<file path="src/rtl/el_tdc_res_if.sv">
// Result channel of the TDC: measured count plus timeout flag,
// qualified by a valid/ready handshake.
interface el_tdc_res_if #(
  parameter int unsigned CNT_W = 8
);
  logic [CNT_W-1:0] res_data;
  logic             res_timeout;
  logic             res_valid;
  logic             res_ready;

  modport master (
    output res_data,
    output res_timeout,
    output res_valid,
    input  res_ready
  );

  modport slave (
    input  res_data,
    input  res_timeout,
    input  res_valid,
    output res_ready
  );
endinterface

</file>
<file path="src/rtl/el_tdc.sv">
// Race-logic time-to-digital converter: counts clock cycles from start until a
// synchronised rising edge on ev_in, saturating at all ones with a timeout flag.
module el_tdc #(
  parameter int unsigned CNT_W       = 8,
  parameter int unsigned SYNC_STAGES = 2
) (
  input  logic          clk,
  input  logic          rst,
  input  logic          start,
  input  logic          ev_in,
  output logic          en_out,
  output logic          busy,
  el_tdc_res_if.master  res
);

  localparam logic [CNT_W-1:0] CntMax = '1;

  typedef enum logic [1:0] {StIdle, StRun, StDone} state_e;

  state_e                 state_q, state_d;
  logic [SYNC_STAGES-1:0] sync_q;
  logic                   ev_sync;
  logic                   ev_prev_q;
  logic                   ev_rise;
  logic [CNT_W-1:0]       cnt_q;
  logic [CNT_W-1:0]       res_data_q;
  logic                   res_timeout_q;

  // Synchroniser and edge detector run in every state, so a level already
  // present when RUN is entered never looks like an edge.
  always_ff @(posedge clk or negedge rst) begin
    if (!rst) begin
      sync_q    <= '0;
      ev_prev_q <= 1'b0;
    end else begin
      sync_q    <= {sync_q[SYNC_STAGES-2:0], ev_in};
      ev_prev_q <= ev_sync;
    end
  end

  assign ev_sync = sync_q[SYNC_STAGES-1];
  assign ev_rise = ev_sync & ~ev_prev_q;

  always_ff @(posedge clk or negedge rst) begin
    if (!rst) begin
      state_q <= StIdle;
    end else begin
      state_q <= state_d;
    end
  end

  always_comb begin
    state_d = state_q;
    unique case (state_q)
      StIdle: if (start) state_d = StRun;
      StRun:  if (ev_rise || (cnt_q == CntMax)) state_d = StDone;
      StDone: if (res.res_ready) state_d = StIdle;
      default: state_d = StIdle;
    endcase
  end

  // Count and result registers; an edge wins over saturation in the same cycle.
  always_ff @(posedge clk or negedge rst) begin
    if (!rst) begin
      cnt_q         <= '0;
      res_data_q    <= '0;
      res_timeout_q <= 1'b0;
    end else begin
      unique case (state_q)
        StIdle: if (start) cnt_q <= '0;
        StRun: begin
          if (ev_rise) begin
            res_data_q    <= cnt_q;
            res_timeout_q <= 1'b0;
          end else if (cnt_q == CntMax) begin
            res_data_q    <= CntMax;
            res_timeout_q <= 1'b1;
          end else begin
            cnt_q <= cnt_q + 1'b1;
          end
        end
        default: ;
      endcase
    end
  end

  always_comb begin
    en_out        = 1'b0;
    busy          = 1'b0;
    res.res_valid = 1'b0;
    unique case (state_q)
      StRun: begin
        en_out = 1'b1;
        busy   = 1'b1;
      end
      StDone: begin
        busy          = 1'b1;
        res.res_valid = 1'b1;
      end
      default: ;
    endcase
  end

  assign res.res_data    = res_data_q;
  assign res.res_timeout = res_timeout_q;

endmodule

</file>
<file path="src/flat_wrapper.sv">
// flat-port wrapper written by rule: the top's interface ports become plain ports
module el_tdc_flat 
#(
  parameter int unsigned CNT_W       = 8,
  parameter int unsigned SYNC_STAGES = 2
)
  (clk, rst, start, ev_in, en_out, busy, res_res_data, res_res_timeout, res_res_valid, res_res_ready);
  el_tdc_res_if #(.CNT_W(CNT_W)) res_i ();
  input  logic clk;
  input  logic rst;
  input  logic start;
  input  logic ev_in;
  output logic en_out;
  output logic busy;
  output wire logic [$bits(res_i.res_data)-1:0] res_res_data;
  output wire logic [$bits(res_i.res_timeout)-1:0] res_res_timeout;
  output wire logic [$bits(res_i.res_valid)-1:0] res_res_valid;
  input wire logic [$bits(res_i.res_ready)-1:0] res_res_ready;
  assign res_res_data = res_i.res_data;
  assign res_res_timeout = res_i.res_timeout;
  assign res_res_valid = res_i.res_valid;
  assign res_i.res_ready = res_res_ready;
  el_tdc #(.CNT_W(CNT_W), .SYNC_STAGES(SYNC_STAGES)) u_core (.clk(clk), .rst(rst), .start(start), .ev_in(ev_in), .en_out(en_out), .busy(busy), .res(res_i));
endmodule
</file>
<file path="config.mk">
export PLATFORM = sky130hd
export DESIGN_NAME = el_tdc_flat
export DESIGN_NICKNAME = d
export VERILOG_FILES = /design/src/rtl/el_tdc_res_if.sv /design/src/rtl/el_tdc.sv /design/src/flat_wrapper.sv
export SDC_FILE = /design/constraint.sdc
export NUM_CORES = 1
export LEC_CHECK = 0
export CORE_MARGIN = 2
export CORE_UTILIZATION = 55
export CTS_CLUSTER_SIZE = 8
export DETAILED_ROUTE_END_ITERATION = 6
export GPL_TIMING_DRIVEN = 0
export PLACE_DENSITY_LB_ADDON = 0.12
export SETUP_SLACK_MARGIN = 0.2
export SYNTH_ARGS = -nofsm -noshare
export SYNTH_HDL_FRONTEND = slang
export SYNTH_SLANG_ARGS = --single-unit
</file>
<file path="constraint.sdc">
create_clock -name clk -period 2.65 [get_ports clk]
set_input_delay 0.6625 -clock clk [delete_from_list [all_inputs] [get_ports clk]]
set_output_delay 0.6625 -clock clk [all_outputs]
set_load 0.01 [all_outputs]
</file>
==> results.json, run 1 <==
{
  "finalHoldViolCount": 0,
  "ant_nets": 0,
  "ys_seq_area_share_pct": 50.7,
  "end_kind": "output port",
  "place_area_um2": 1280,
  "p_leak_nw": 0.565,
  "path_cells": "inv_1 -> ha_1 -> clkdlybuf4s50_1",
  "yosys.area.top_type_share_pct": 50.7,
  "fin_area_um2": 1320,
  "htree_levels": 1,
  "avgSynthCellArea_um2": 11.8,
  "worstPathRequired_ns": 1.99,
  "grt_pass1_wl_um": 3720,
  "crit_path_top_delay_cell": "clkdlybuf4s50_1",
  "cp-start-kind": "flop",
  "hold_class": "flop to flop",
  "groute.usage.overall_pct": 20.1,
  "min_period_ns": 2.24,
  "drt_iter0_markers": 9,
  "wire_per_inst_um": 14.8,
  "final_nets": 122,
  "io_pins": 17,
  "mostFrequentLayoutCells": "dfrtp_1 (22), clkdlybuf4s50_1 (16), inv_1 (6), o21ai_0 (6), o22a_1 (6)",
  "power_density_nw_per_um2": 1120,
  "tns_ns": 0,
  "start_util_pct": 57.0,
  "area_growth_pct": 21.2,
  "period_share_pct": 84.4,
  "cts_max_path_buffers": 2,
  "die_w_um": 48.4,
  "max_stage_delay_ns": 0.52,
  "grt_max_degree": 23,
  "synth_top_area_cell": "dfrtp_1",
  "synthTopCellsByArea": "dfrtp_1 (51%), o22a_1 (4.8%), ha_1 (4.6%)",
  "first_pass_iters": 4,
  "die_y_um": 48.4,
  "whs_ns": 0.365,
  "place.gp.congestion": 0.856,
  "coreArea_um2": 1900,
  "numCtsBuffers": 3,
  "cts_hold_buf": 0,
  "cts-root-buf": "clkbuf_4",
  "antenna_found_initial": 0,
  "wl_um": 2060,
  "final_common_cell": "dfrtp_1",
  "dp_slack_ns": 0.541,
  "dp_hpwl_um": 1490,
  "synth_edf_count": 0,
  "num_rows": 16,
  "max-cap-violations": 0,
  "slew_viol_final": 0,
  "critPathBufInv": 2,
  "drive_above_1_share_pct": 16.1,
  "clock_latency_ns": 0.30,
  "setup_viol_count_final": 0,
  "antenna_cells": 0,
  "async_reset_ff_share_pct": 100,
  "portBuffers": 16,
  "arrival_ns": 1.57,
  "outcome": "complete, no violations",
  "synth_nets": 101,
  "cts.repair.resized": 0,
  "vias": 777,
  "ys_warn_count": 0,
  "grt_pass1_vias": 811,
  "fin_skew_ns": 0.00206,
  "crit_type": "flop to output port",
  "slew_headroom_pct": 36.4,
  "syn_inst": 92,
  "cpLargestDelayFamily": "buffers and inverters",
  "worst_slew_pin_slew_ns": 0.951,
  "netlist-cell-type-count": 35,
  "cts_setup_buffers": 0,
  "peakVddDrop_v": 0.000621,
  "ys_ff_latch": 22,
  "rsz0062_at_grt": "no",
  "routed_via_density": 5.59,
  "fin_ws_ns": 0.413,
  "route.detailed.drc": 0,
  "max_freq_mhz": 447,
  "crit_fanout": 3,
  "clk_pin_slew_ns": 0.12,
  "synth_ff_type": "dfrtp_1",
  "grt_overflow_total": 0,
  "cts_tree": "built",
  "dieArea_um2": 2340,
  "fillers": 134,
  "clock_sinks": 22,
  "synthesis.area_um2": 1080
}
[synth_stat cells, types with 2 or more instances]
library cell and n:
buf_2 2, buf_6 2, dfrtp_1 22, ha_1 4, inv_1 6, mux2_2 2, nand2_1 5, nand3_1 4
nand3b_1 4, nor2_1 3, o21a_1 2, o21ai_0 6, o221ai_1 2, o22a_1 6, o22a_2 2
[sequential cells by signal, summed over array words and instances (netlist names)]
signal / count
u_core.state_q: 2
u_core.res.res_timeout: 1
u_core.sync_q: 2
u_core.res.res_data: 8
u_core.ev_prev_q: 1
u_core.cnt_q: 8
[per-layer routing]
layer / routed length [um] / up-vias / global-route usage, % / share of wire (%)
li1: - / 382 / - / -
met3: 52 / 2 / 4.01 / 2.5
met1: 1010 / 382 / 27.3 / 49
met2: 987 / 11 / 33.6 / 48
met4: 10 / 0 / 4.29 / 0.49
met5: 0 / - / 0 / 0
[cell type report]
type / instances / area (um^2) / area share (%)
Buffer: 4 / 32.5 / 2.47
Clock buffer: 4 / 36.3 / 2.76
Inverter: 6 / 22.5 / 1.71
Multi-Input combinational cell: 60 / 479 / 36.4
Sequential cell: 22 / 551 / 41.9
Tap cell: 27 / 33.8 / 2.57
Timing Repair Buffer: 16 / 160 / 12.2
[through the flow]
stage	util [%]	std cells	power [mW]
4_1_cts	69.1	139	1.48
2_1_floorplan	-	92	0.997
3_5_place_dp	67.2	135	1.30
3_3_place_gp	67.2	135	1.27
5_1_grt	69.1	139	1.58
6_report	69.1	139	1.47
[where the power goes]
| group | total, mW | internal (mW) | switching (mW) | leakage (nW) |
|---|---|---|---|---|
| Clock | 0.183 | 0.0837 | 0.0990 | 0.0210 |
| Combinational | 0.755 | 0.411 | 0.345 | 0.268 |
| Sequential | 0.530 | 0.449 | 0.0812 | 0.275 |
| Total | 1.47 | 0.943 | 0.525 | 0.565 |
[path summary, 6_finish.rpt]
kind / endpoint / slack [ns] / depth (start not counted) / startpoint
setup / recovery: busy / 0.41 / 3 / u_core.state_q[0]
max in group asynchronous: u_core.sync_q[0] / 1.20 / 1 / rst
hold reg to reg: u_core.sync_q[1] / 0.36 / 0 / u_core.sync_q[0]
hold / removal: u_core.sync_q[1] / 0.36 / 0 / u_core.sync_q[0]
min in group asynchronous: u_core.res.res_data[4] / 0.88 / 1 / rst
setup reg to reg: u_core.cnt_q[6] / 0.84 / 7 / u_core.state_q[0]
[cells by family after synthesis]
group,after synthesis,share of synthesized area (%)
AND/OR/NAND/NOR,26,15.6
AO/OA/AOI/OAI,28,21.9
adder cells (fa/ha/maj),4,4.61
flip-flops,22,50.7
buffers and inverters,10,5.07
multiplexers,2,2.08
Note: power is estimated with default switching activity, not from simulation.
==> run 2, diff against run 1 <==
--- a/config.mk
+++ b/config.mk
@@ -6,7 +6,7 @@
 export NUM_CORES = 1
 export LEC_CHECK = 0
 export CORE_MARGIN = 2
-export CORE_UTILIZATION = 55
+export CORE_UTILIZATION = 51
 export CTS_CLUSTER_SIZE = 8
 export DETAILED_ROUTE_END_ITERATION = 6
 export GPL_TIMING_DRIVEN = 0
==> constraint.sdc (replaced) <==
create_clock -name clk -period 2.3 [get_ports clk]
set_input_delay 0.575 -clock clk [delete_from_list [all_inputs] [get_ports clk]]
set_output_delay 0.575 -clock clk [all_outputs]
set_load 0.01 [all_outputs]
==> run 2 against run 1 <==
Clock-buffer cell count down 1. Sequential share of layout area down 0.74 points. First-iteration DRC count up 140%. Wire length up 4.8%. Die area up 7.2%. Non-clock buffer count up 1. Critical path depth unchanged. Combinational power up 15%. Largest cell class unchanged. Power up 21%. Clock skew up 0.0060 ns.
==> results.json, run 2 (synthesis results as in run 1) <==
{
  "outcome": "complete, no violations",
  "worstPathRequired_ns": 1.73,
  "ant_nets": 0,
  "arrival_ns": 1.34,
  "fillers": 155,
  "grt_pass1_wl_um": 3690,
  "antenna_found_initial": 0,
  "die_w_um": 50.1,
  "fin_ws_ns": 0.382,
  "num_rows": 16,
  "final_common_cell": "dfrtp_1",
  "multi_input_area_um2": 479,
  "grt_max_degree": 23,
  "clock_sinks": 22,
  "whs_path_depth": 0,
  "io_pins": 17,
  "wire_per_inst_um": 15.4,
  "tns_ns": 0,
  "grt_pass1_vias": 802,
  "hold_class": "flop to flop",
  "drt_iter0_markers": 22,
  "route.detailed.drc": 0,
  "start_util_pct": 54.7,
  "whs_ns": 0.392,
  "fin_skew_ns": 0.00805,
  "cts-root-buf": "clkbuf_4",
  "place.gp.congestion": 0.853,
  "seqCellArea_um2": 551,
  "rsz0062_at_grt": "no",
  "instances_no_fill": 140,
  "wl_um": 2150,
  "clock_latency_ns": 0.31,
  "r2r_cells": 8,
  "first_pass_iters": 4,
  "dp_hpwl_um": 1580,
  "portBuffers": 16,
  "area_growth_pct": 23.4,
  "cp-start-kind": "flop",
  "routed_via_density": 5.81,
  "period_share_pct": 83.4,
  "drive_above_1_share_pct": 16.8,
  "worst_slew_pin_slew_ns": 1.00,
  "max-cap-violations": 0,
  "peakVddDrop_v": 0.000914,
  "place_area_um2": 1280,
  "slew_viol_final": 0,
  "dieArea_um2": 2510,
  "grt_overflow_total": 0,
  "groute.usage.overall_pct": 19.5,
  "fin_area_um2": 1340,
  "final_nets": 123,
  "p_leak_nw": 0.597,
  "place_inst": 135,
  "min_period_ns": 1.92,
  "setup_viol_count_final": 0,
  "die_y_um": 50.1,
  "slew_headroom_pct": 33.1,
  "crit_fanout": 2,
  "power_density_nw_per_um2": 1330,
  "end_kind": "output port",
  "coreArea_um2": 1980,
  "cts_hold_buf": 0,
  "cts_max_path_buffers": 2,
  "mostFrequentLayoutCells": "dfrtp_1 (22), clkdlybuf4s50_1 (13), inv_1 (6), o21ai_0 (6), o22a_1 (6)",
  "numCtsBuffers": 3,
  "antenna_cells": 0,
  "clk_pin_slew_ns": 0.13,
  "max_freq_mhz": 521,
  "cts_tree": "built",
  "fin_util_pct": 67.6,
  "dp_slack_ns": 0.261,
  "vias": 813,
  "finalHoldViolCount": 0,
  "power.total_mw": 1.78,
  "crit_type": "flop to output port",
  "htree_levels": 1
}
run 2: cell count changes in the layout (fill, tap and decap cells not counted), sizes merged:
cell	delta
buf	+1
dlygate4sd2	+2
bufinv	+1
dlymetal6s2s	+1
clkdlybuf4s50	-3
clkbuf	-1
run 2: report_power, final:
group / internal, mW / switching, mW / total (mW)
registers: 0.517 / 0.0962 / 0.613
clock network: 0.176 / 0.121 / 0.297
logic: 0.460 / 0.405 / 0.865
total: 1.15 / 0.622 / 1.78
run 2: per-layer routing:
layer	global-route usage [%]	vias up	part of all wire [%]	routed length, um
li1	-	380	-	-
met1	26.5	407	47	1020
met2	30.7	20	48	1030
met3	3.03	6	3.2	68
met4	8.33	0	1.8	38
met5	0	-	0	0
run 2: path summary, 6_finish.rpt:
check,from,endpoint,slack (ns)
max,u_core.state_q[0],en_out,0.38
min,u_core.sync_q[0],u_core.sync_q[1],0.39
max reg2reg,u_core.state_q[0],u_core.cnt_q[0],0.40
min reg2reg,u_core.sync_q[0],u_core.sync_q[1],0.39
max in group asynchronous,rst,u_core.res.res_data[3],0.89
min in group asynchronous,rst,u_core.res.res_data[5],0.79
run 2: layout make-up:
class                           count  area share (%)
Buffer                              4            2.43
Clock buffer                        3            1.68
Clock inverter                      1            2.24
Inverter                            6            1.68
Multi-Input combinational cell     60            35.8
Sequential cell                    22            41.1
Tap cell                           27            2.52
Timing Repair Buffer               17            12.5
run 2: what timing repair did:
action | in CTS | in global routing
setup buffers | 1 | 0
gates resized for setup | 2 | 1
endpoints found under the setup margin | 3 | 1
run 2: critical path, cell delays in order (launching register included):
cell and delay (ns):
dfrtp_1 0.40, buf_4 0.14, ha_1 0.21, dlygate4sd2_1 0.29
==> run 3, diff against run 2 <==
--- a/config.mk
+++ b/config.mk
@@ -6,7 +6,7 @@
 export NUM_CORES = 1
 export LEC_CHECK = 0
 export CORE_MARGIN = 2
-export CORE_UTILIZATION = 51
+export CORE_UTILIZATION = 46
 export CTS_CLUSTER_SIZE = 8
 export DETAILED_ROUTE_END_ITERATION = 6
 export GPL_TIMING_DRIVEN = 0
==> constraint.sdc (replaced) <==
create_clock -name clk -period 1.6 [get_ports clk]
set_input_delay 0.4 -clock clk [delete_from_list [all_inputs] [get_ports clk]]
set_output_delay 0.4 -clock clk [all_outputs]
set_load 0.01 [all_outputs]
==> run 3 against run 2 <==
The flow now finishes with violations (negative setup slack). Cell area is 18% higher. Via count is 11% higher. Flip-flop and latch count unchanged. Sequential share of layout area is 6.2 points lower. Clock-buffer cell count unchanged. Combinational power rose by 110%.
==> results.json, run 3 (synthesis results as in run 1) <==
{
  "outcome": "complete, but fails checks",
  "failed_checks": "negative setup slack",
  "start_util_pct": 49.0,
  "use_met3_pct": 3.71,
  "dp_slack_ns": -0.260,
  "p_leak_nw": 0.719,
  "critPathLaunch": "u_core.state_q[0]",
  "grt_pass1_vias": 884,
  "timing.rr.end": "u_core.cnt_q[0]",
  "r2r_cells": 8,
  "routed_via_density": 5.69,
  "grt_overflow_total": 0,
  "clock_latency_ns": 0.31,
  "route.detailed.drc": 0,
  "slew_viol_final": 0,
  "power_density_nw_per_um2": 1870,
  "max-cap-violations": 0,
  "portBuffers": 16,
  "first_pass_iters": 4,
  "drive_above_1_share_pct": 38.9,
  "period_share_pct": 108,
  "min_period_ns": 1.72,
  "io_pins": 17,
  "use_met2_pct": 32.1,
  "slew_headroom_pct": 34.8,
  "area_growth_pct": 45.7,
  "wire_per_inst_um": 16.6,
  "arrival_ns": 1.92,
  "groute.usage.overall_pct": 21.4,
  "grt_pass1_wl_um": 4240,
  "instances_no_fill": 159,
  "dp_hpwl_um": 1460,
  "drt_iter0_markers": 12,
  "cts_tree": "built",
  "htree_levels": 1,
  "reg2reg_slack_ns": -0.12,
  "fin_skew_ns": 0.00558,
  "end_kind": "flop",
  "place.gp.congestion": 0.830,
  "cts_hold_buf": 0,
  "peakVddDrop_v": 0.00127,
  "ant_nets": 0,
  "crit_fanout": 8,
  "fin_ws_ns": -0.120,
  "cts_max_path_buffers": 2,
  "max_freq_mhz": 581,
  "grt_max_degree": 23,
  "tns_ns": -0.509,
  "antenna_cells": 0,
  "worst_slew_pin_slew_ns": 0.977,
  "finalHoldViolCount": 0,
  "final_nets": 142,
  "final_common_cell": "dfrtp_1",
  "clock_sinks": 22,
  "numCtsBuffers": 3,
  "num_rows": 17,
  "crit_type": "flop to flop",
  "die_w_um": 52.6,
  "setup_viol_count_final": 10,
  "rr_startpoint": "u_core.state_q[0]",
  "place_inst": 136,
  "antenna_found_initial": 0,
  "coreArea_um2": 2210,
  "mostFrequentLayoutCells": "dfrtp_1 (21), buf_4 (14), buf_6 (10)",
  "place_area_um2": 1290,
  "fin_util_pct": 71.4,
  "rsz0062_at_grt": "yes",
  "vias": 904,
  "cts-root-buf": "clkbuf_4",
  "worstPathRequired_ns": 1.80,
  "clk_pin_slew_ns": 0.11,
  "grt-busiest-layer": "met2",
  "cp-start-kind": "flop",
  "die_y_um": 52.6,
  "fin_area_um2": 1580,
  "wl_um": 2640,
  "dieArea_um2": 2760,
  "gr-usage-met1_pct": 30.5,
  "hold_class": "primary input to asynchronous set/reset pin"
}
run 3: changes by cell type in the layout (fill, tap and decap cells not counted), moves of 3 or more:
cell / delta
ha_4: +3
clkdlybuf4s15_1: +9
buf_6: +8
ha_1: -3
buf_4: +13
clkdlybuf4s50_1: -10
o21ai_0: -3
run 3: report_power, final:
group / internal [mW] / switching [mW]
sequential: 0.744 / 0.151
combinational: 1.04 / 0.772
clock: 0.0880 / 0.158
run 3: final cells by class:
| class | instances | area [um^2] |
|---|---|---|
| plain buffers | 4 | 38.8 |
| clock buffers | 3 | 22.5 |
| fillers | 178 | 632 |
| inverters | 6 | 22.5 |
| multi-input cells | 60 | 579 |
| flip-flops and latches | 22 | 552 |
| well taps | 28 | 35.0 |
| repair buffers | 36 | 330 |
run 3: worst max-delay path, stage by stage (launching register included):
cell and delay, ns:
dfrtp_1 0.42, buf_6 0.13, ha_4 0.15, buf_6 0.13, nand3b_4 0.09, o211ai_4 0.07, or2_1 0.22, buf_6 0.14
mux2_4 0.25
run 3: repair_timing:
item	in CTS	in global routing
pin swaps	13	3
endpoints found under the setup margin	31	53
setup buffers	11	8
cloned	1	0
gates resized for setup	30	30
run 3: through the flow:
step / hold WS, ns / total power [mW]
after detailed placement: 0.343 / 2.17
after floorplan: 0.104 / 1.68
final: 0.231 / 2.96
after CTS: 0.369 / 2.62
after global placement: 0.333 / 2.14
after global routing: 0.330 / 3.14
run 3: worst max-delay path by stage:
| stage | endpoint | depth (start not counted) |
|---|---|---|
| after floorplan | u_core.cnt_q[0] | 7 |
| after global placement | u_core.cnt_q[0] | 6 |
| after detailed placement | u_core.cnt_q[0] | 6 |
| after CTS | u_core.cnt_q[0] | 8 |
| after global routing | u_core.cnt_q[0] | 8 |
| final | u_core.cnt_q[0] | 8 |
run 3: layer usage:
metal | share of wire (%) | vias up
met5 | 0 | -
met4 | 2.7 | 0
met3 | 4.2 | 11
met2 | 47 | 26
met1 | 46 | 449
li1 | - | 418
